[config.mk]
export PLATFORM = sky130hd
export DESIGN_NAME = bcd_to_unsigned
export DESIGN_NICKNAME = d
export VERILOG_FILES = /design/src/rtl/clock_pkg.sv /design/src/rtl/bcd_digit_adjust.sv /design/src/rtl/bcd_to_unsigned.sv
export SDC_FILE = /design/constraint.sdc
export NUM_CORES = 1
export LEC_CHECK = 0
export ABC_AREA = 1
export CELL_PAD_IN_SITES_DETAIL_PLACEMENT = 1
export CELL_PAD_IN_SITES_GLOBAL_PLACEMENT = 2
export CORE_ASPECT_RATIO = 1.25
export CORE_MARGIN = 2
export CORE_UTILIZATION = 31
export DETAILED_ROUTE_END_ITERATION = 6
export GPL_TIMING_DRIVEN = 0
export PLACE_DENSITY = 0.87
export SYNTH_ARGS = -nofsm -noshare
export SYNTH_HDL_FRONTEND = slang
export SYNTH_SLANG_ARGS = --single-unit
[constraint.sdc]
create_clock -name clk -period 1.9 [get_ports clk]
set_input_delay 0.57 -clock clk [delete_from_list [all_inputs] [get_ports clk]]
set_output_delay 0.57 -clock clk [all_outputs]
set_load 0.005 [all_outputs]
[src/rtl/clock_pkg.sv]
// clock_pkg: shared BCD constants, converter state encoding and digit check
package clock_pkg;

    localparam int BCD_DIGITS = 8;

    typedef enum logic {IDLE, CONV} state_t;

    function automatic logic bcd_digit_valid(input logic [3:0] d);
        return d <= 4'd9;
    endfunction

endpackage

[src/rtl/bcd_digit_adjust.sv]
// bcd_digit_adjust: reverse double-dabble correction, subtract 3 from a digit >= 8
module bcd_digit_adjust (
    input  logic [3:0] digit_i,
    output logic [3:0] digit_o
);

    assign digit_o = digit_i[3] ? digit_i - 4'd3 : digit_i;

endmodule

[src/rtl/bcd_to_unsigned.sv]
// bcd_to_unsigned: sequential reverse double-dabble, packed BCD to unsigned binary
module bcd_to_unsigned
    import clock_pkg::*;
#(
    parameter int DIGITS = BCD_DIGITS
) (
    input  logic                clk,
    input  logic                reset,
    input  logic                start,
    input  logic [4*DIGITS-1:0] bcd_in,
    output logic                idle,
    output logic                done,
    output logic                error,
    output logic [4*DIGITS-1:0] result
);

    localparam int W  = 4 * DIGITS;
    localparam int CW = $clog2(W);

    state_t         state_q, state_d;
    logic [CW-1:0]  cnt_q, cnt_d;
    logic [W-1:0]   bcd_q, bcd_d, bin_q, bin_d, result_q, result_d;
    logic           done_q, done_d, error_q, error_d;
    logic [W-1:0]   bcd_shift, bcd_adj, bin_shift;
    logic [DIGITS-1:0] nib_ok;

    // One combined shift of {bcd, bin} followed by per-digit correction
    assign bcd_shift = {1'b0, bcd_q[W-1:1]};
    assign bin_shift = {bcd_q[0], bin_q[W-1:1]};

    for (genvar i = 0; i < DIGITS; i++) begin : g_dig
        bcd_digit_adjust u_adj (
            .digit_i(bcd_shift[4*i +: 4]),
            .digit_o(bcd_adj[4*i +: 4])
        );
        assign nib_ok[i] = bcd_digit_valid(bcd_in[4*i +: 4]);
    end

    always_comb begin
        state_d  = state_q;
        cnt_d    = cnt_q;
        bcd_d    = bcd_q;
        bin_d    = bin_q;
        result_d = result_q;
        error_d  = error_q;
        done_d   = 1'b0;
        if (state_q == IDLE) begin
            if (start && &nib_ok) begin
                bcd_d   = bcd_in;
                bin_d   = '0;
                cnt_d   = '0;
                state_d = CONV;
            end else if (start) begin
                done_d   = 1'b1;
                error_d  = 1'b1;
                result_d = '0;
            end
        end else begin
            bcd_d = bcd_adj;
            bin_d = bin_shift;
            cnt_d = cnt_q + 1'b1;
            if (cnt_q == CW'(W - 1)) begin
                result_d = bin_shift;
                done_d   = 1'b1;
                error_d  = 1'b0;
                state_d  = IDLE;
            end
        end
    end

    always_ff @(posedge clk) begin
        if (reset) begin
            state_q  <= IDLE;
            cnt_q    <= '0;
            bcd_q    <= '0;
            bin_q    <= '0;
            result_q <= '0;
            done_q   <= 1'b0;
            error_q  <= 1'b0;
        end else begin
            state_q  <= state_d;
            cnt_q    <= cnt_d;
            bcd_q    <= bcd_d;
            bin_q    <= bin_d;
            result_q <= result_d;
            done_q   <= done_d;
            error_q  <= error_d;
        end
    end

    assign idle   = (state_q == IDLE);
    assign done   = done_q;
    assign error  = error_q;
    assign result = result_q;

endmodule
==> results of run 1 <==
[area by class of cell]
cell class | count | share of cell area, %
multi-input combinational | 477 | 38.6
sequential | 103 | 32.3
timing repair buffer | 76 | 13.3
buffer | 51 | 4.78
tap | 212 | 4.15
clock buffer | 9 | 3.52
inverter | 42 | 2.47
clock inverter | 7 | 0.900
[where the power goes]
group	switching, uW	leakage (uW)	total (uW)	internal (uW)
clock network	887	0.000139	1800	909
registers	16.4	0.000831	2190	2170
logic	212	0.00161	369	157
total	1110	0.00258	4350	3240
[critical path: stages]
cell and delay [ns]:
clkdlybuf4s50_1 0.53, clkbuf_2 0.34, clkbuf_1 0.51, a21oi_1 0.09
[per-stage QoR]
stage | setup WS, ns | instances | util (%)
final | 0.0625 | 977 | 41.4
after CTS | -0.0185 | 973 | 39.9
after floorplan | 0.262 | 674 | -
after global placement | -0.607 | 955 | 37.6
after global routing | -0.00910 | 977 | 41.4
after detailed placement | -0.619 | 955 | 37.6
[path summary, 6_finish.rpt]
kind	start	end	slack [ns]	cells after the start
setup / recovery	reset	bcd_q[8]	0.06	4
hold / removal	error	error	0.47	2
setup reg to reg	cnt_q[0]	result[28]	0.17	8
hold reg to reg	error	error	0.47	2
[logic make-up (layout without fill, tap and decap cells)]
kind of cell             Yosys count  after routing  share of synthesized area, %
AND/OR/NAND/NOR                  298            299                          29.2
AO/OA/AOI/OAI                    169            169                          17.7
flip-flops                       103            103                          42.5
buffers and inverters             95            185                          8.32
adder cells (fa/ha/maj)            9              9                          2.32
[state kept, by name (all words and copies together), names as in the netlist]
signal / cells
bcd_q: 32
bin_q: 31
cnt_q: 5
done: 1
error: 1
result: 32
state_q: 1
[metal layers]
| metal | wire length (um) | vias up | global-route usage [%] | share of wire [%] |
|---|---|---|---|---|
| met5 | 0 | - | 0 | 0 |
| met4 | 320 | 0 | 5.83 | 1.9 |
| met3 | 563 | 19 | 3.08 | 3.4 |
| met2 | 8360 | 89 | 35.6 | 50 |
| met1 | 7320 | 2379 | 25.0 | 44 |
| li1 | - | 2460 | - | - |
[cell usage in the layout, fill, tap and decap left out, types with 2 or more instances in the layout]
cell / count
a21oi_1: 123
a21oi_2: 3
buf_1: 5
buf_2: 11
buf_4: 7
buf_6: 3
buf_8: 3
clkbuf_1: 16
clkbuf_16: 12
clkbuf_2: 7
clkbuf_4: 2
clkdlybuf4s50_1: 47
clkinv_2: 2
clkinv_4: 2
dfxtp_1: 102
dlymetal6s2s_1: 21
ha_1: 8
inv_1: 41
inv_8: 2
nand2_1: 96
nand2_2: 4
nand2_8: 2
nand3_1: 123
nand3_2: 8
nand3_4: 2
nand3b_1: 12
nor2_1: 48
nor2_4: 2
o21ai_0: 29
o21ai_1: 4
o21ai_2: 4
o31ai_1: 6
[what timing repair did]
action / CTS / global route
setup endpoints to repair: 100 / 102
gates cloned: 0 / 4
endpoints found under the hold margin: 0 / 0
hold buffers: 0 / 0
resized for setup: 20 / 55
pin swaps: 4 / 14
buffers inserted: 3 / 1
==> flow_summary.toml, run 1 <==
[run_status]
status = "finished with violations"
violations = "DRC"

[routing]
drtIter0Drc = 261
wire_per_inst_um = 17.0
routed_wl_um = 16600
antenna_left = 0
viasPerCell = 5.06
dr.pass1.iters = 6
via_count = 4947
drc = 1

[clocking]
cts_made_buffers = 9
htreeDepth = 3
cts_tree = "built"
path_clk_slew_ns = 0.07
cts.sinks = 103
cts-root-buf = "clkbuf_16"
insertion_delay_ns = 0.34
clockBufferDepth = 2

[worst_setup_path]
cp_max_fo = 10
worstSetupStartpointType = "input pin"
worst-setup-path-type = "in -> reg"
crit_arrival_ns = 2.04
worstPathRequired_ns = 2.10
endpoint_kind = "flop"

[global_route]
grt_usage_pct = 20.1
antenna_found_initial = 0
grt_pass1_wl_um = 26500
grt_max_degree = 19
grt_pass1_vias = 5211
grt.overflow.total = 0

[sta]
finalCriticalPeriod_ns = 1.84
relSlewSlack_pct = 58.5
setup_viol = 0
fmax_ghz = 0.544
worst_pin_slew_ns = 0.622
hold_viol = 0
skew_ns = 0.00640
post-route-period-util_pct = 96.7
hold_ws_ns = 0.471
setup_tns_ns = 0
drv_slew = 0

[power_and_ir_drop]
p_total_uw = 4350
p_leak_uw = 0.00258
power_density_nw_per_um2 = 681
ir_drop_mv = 0.370

[logic_synthesis]
yosysWarnings = 0
ys_ff_latch = 103
synthFlopType = "dfxtp_1"
synthTopCellsByCount = "a21oi_1, nand3_1, dfxtp_1"
synth_cell_types = 21
synth_area_leader_cell = "dfxtp_1"
syn_area_sq_um = 4860
synth_edf_count = 0
netlist_instances = 674
async_flop_share_pct = 0
synth_area_leaders = "dfxtp_1, a21oi_1, nand3_1, nand2_1, nor2_1"
ys_seq_area_share_pct = 42.5
syn_area_per_cell_sq_um = 7.20
syn-num-nets = 718
synth_top_area_share_pct = 42.5
yosys.cell_count.top_type = "a21oi_1"

[finish]
multi_input_area_sq_um = 2470
final_cell_area_sq_um = 6390
fillers = 1955
seq_area_sq_um = 2070
areaGrowthSynthToFinish_pct = 31.6
antenna_cells = 0
nets = 804
drive_above_1_share_pct = 10.8

[die]
floorplan.rows = 51
die_h_um = 144
io_pins = 70
start_util_pct = 31.4
core-area_sq_um = 15400
dieArea_sq_um = 16700
die-width_um = 116

[placement]
portBuffers = 69
placed_area_sq_um = 5810
gp_congestion = 0.806
hpwlAfterDp_um = 11500

[min_path]
hp-class = "reg -> reg"

[job]
drv_cap = 0
No activity file was read; power rests on OpenSTA's default activity.
==> run 2, diff against run 1 <==
- HOLD_SLACK_MARGIN: unset -> 0.05
- SKIP_CTS_REPAIR_TIMING: unset -> 1
==> run 2 against run 1 <==
Compared with the run above: the run now ends clean; power fell by 0.33%; sequential share of layout area fell by 0.11 points; wire length is 1.3% lower; utilization is 0.14 points higher; clock-buffer cell count is the same; clock skew about the same; global-route usage decreased by 0.19 points; hold slack barely moved; fmax down 2.9%; critical path type unchanged; largest cell class unchanged; largest power group unchanged.
==> flow_summary.toml, run 2 (synthesis gave the netlist of run 1 again) <==
[sta]
fmax_ghz = 0.528
drv_slew = 0
post-route-period-util_pct = 99.6
relSlewSlack_pct = 60.4
setup_tns_ns = 0
rsz0062_at_grt = "yes"
hold_viol = 0
worst_pin_slew_ns = 0.593
setup_viol = 0
skew_ns = 0.00655
finalCriticalPeriod_ns = 1.89

[clocking]
cts.sinks = 103
cts_made_buffers = 9
cts_tree = "built"
path_clk_slew_ns = 0.07
clockBufferDepth = 2
cts-root-buf = "clkbuf_16"
insertion_delay_ns = 0.34
htreeDepth = 3

[die]
dieArea_sq_um = 16700
io_pins = 70
floorplan.rows = 51
die_h_um = 144
start_util_pct = 31.4
die-width_um = 116
core-area_sq_um = 15400

[routing]
dr.pass1.iters = 4
routed_wl_um = 16300
drc = 0
antenna_left = 0
wire_per_inst_um = 16.7
via_count = 4911
viasPerCell = 5.01
drtIter0Drc = 207

[min_path]
min_from = "error"
hp-class = "reg -> reg"
holdPathStages = 2
hold_path_end = "error"

[power_and_ir_drop]
p_switching_uw = 1100
sw_frac_of_total_pct = 25.4
ir_drop_mv = 0.370
clockPowerShare_pct = 41.2
pwr-share-seq_pct = 50.4
pwr-share-comb_pct = 8.4
power_density_nw_per_um2 = 676
p_int_uw = 3240
p_leak_uw = 0.00259

[finish]
finish.utilization_pct = 41.5
final_common_cell = "a21oi_1"
most-common-layout-cells = "a21oi_1, nand3_1, dfxtp_1"
areaGrowthSynthToFinish_pct = 32.1
drive_above_1_share_pct = 11.3
final_cells = 981
antenna_cells = 0
nets = 808
final_cell_area_sq_um = 6410

[global_route]
grt_pass1_vias = 5175
grt_usage_pct = 19.9
grt_pass1_wl_um = 26300
grt_max_degree = 19
grt.overflow.total = 0
antenna_found_initial = 0

[worst_setup_path]
cp_top_family = "simple AND/OR/NAND/NOR gates"
crit_slowest_cell = "clkdlybuf4s50_1"
slowest_delay_ns = 0.45
cp_max_fo = 10
r2r_slack_ns = 0.19
reg2reg_from = "cnt_q[0]"
endpoint_kind = "flop"
crit_arrival_ns = 2.15
r2r_cells = 8
worstPathRequired_ns = 2.16
worstSetupStartpointType = "input pin"
crit_path_cell_trace = "clkdlybuf4s50_1, o21ai_2, nand2_2, nor2_4, nand2_2, nand2_8, buf_6, nand3_2, a21oi_1"
regToRegEndpoint = "result[28]"
worst-path-buf-inv = 2
cpMostUsedCell = "nand2_2"
worst-setup-path-type = "in -> reg"

[placement]
portBuffers = 69
dpl.cell_count = 955
placed_area_sq_um = 5810
hpwlAfterDp_um = 11500
gp_congestion = 0.806

[run_status]
status = "completed"

[job]
drv_cap = 0
[run 2: area by class of cell]
type                       count  area [sq um]
tap                          212           265
timing repair buffer          79           880
inverter                      42           160
sequential                   103          2070
multi-input combinational    477          2460
clock buffer                   9           225
clock inverter                 7          57.6
fill                        1963          9030
buffer                        52           303
[run 2: per-stage QoR]
step	setup WS [ns]	power [uW]	hold slack, ns
after floorplan	0.262	2410	0.440
after global placement	-0.607	2560	0.449
after detailed placement	-0.619	2570	0.462
after CTS	-0.642	4350	0.473
after global routing	-0.0209	4530	0.504
final	0.00770	4340	0.471
[run 2: worst max path at each step]
stage	slack [ns]	to	cells past startpoint	startpoint
detailed placement	-0.62	bcd_q[5]	10	bcd_in[17]
global route	-0.02	result[1]	9	bcd_in[27]
CTS	-0.64	idle	4	state_q
floorplan	0.26	result[13]	9	cnt_q[0]
global placement	-0.61	bcd_q[9]	10	bcd_in[17]
finish	0.008	result[5]	9	bcd_in[27]
[run 2: worst min-delay path: cells and delay by family, from the launching register on]
family,cells,cell delay [ns]
AOI/OAI and AO/OA,1,0.05
DFF,1,0.31
and+or+nand+nor,1,0.06
[run 2: per-layer routing]
metal,share of wire [%],wire (um),GRT usage [%],up-vias
li1,-,-,-,2462
met1,44,7160,25.0,2356
met2,51,8390,35.2,84
met3,3.8,618,2.95,9
met4,1.1,178,5.39,0
met5,0,0,0,-
[run 2: power by group through the flow]
stage	clock, uW	combinational (uW)	sequential, uW
2_1_floorplan	0	171	2240
3_3_place_gp	0	319	2240
3_5_place_dp	0	326	2240
4_1_cts	1840	329	2190
5_1_grt	1940	397	2190
6_report	1790	363	2190
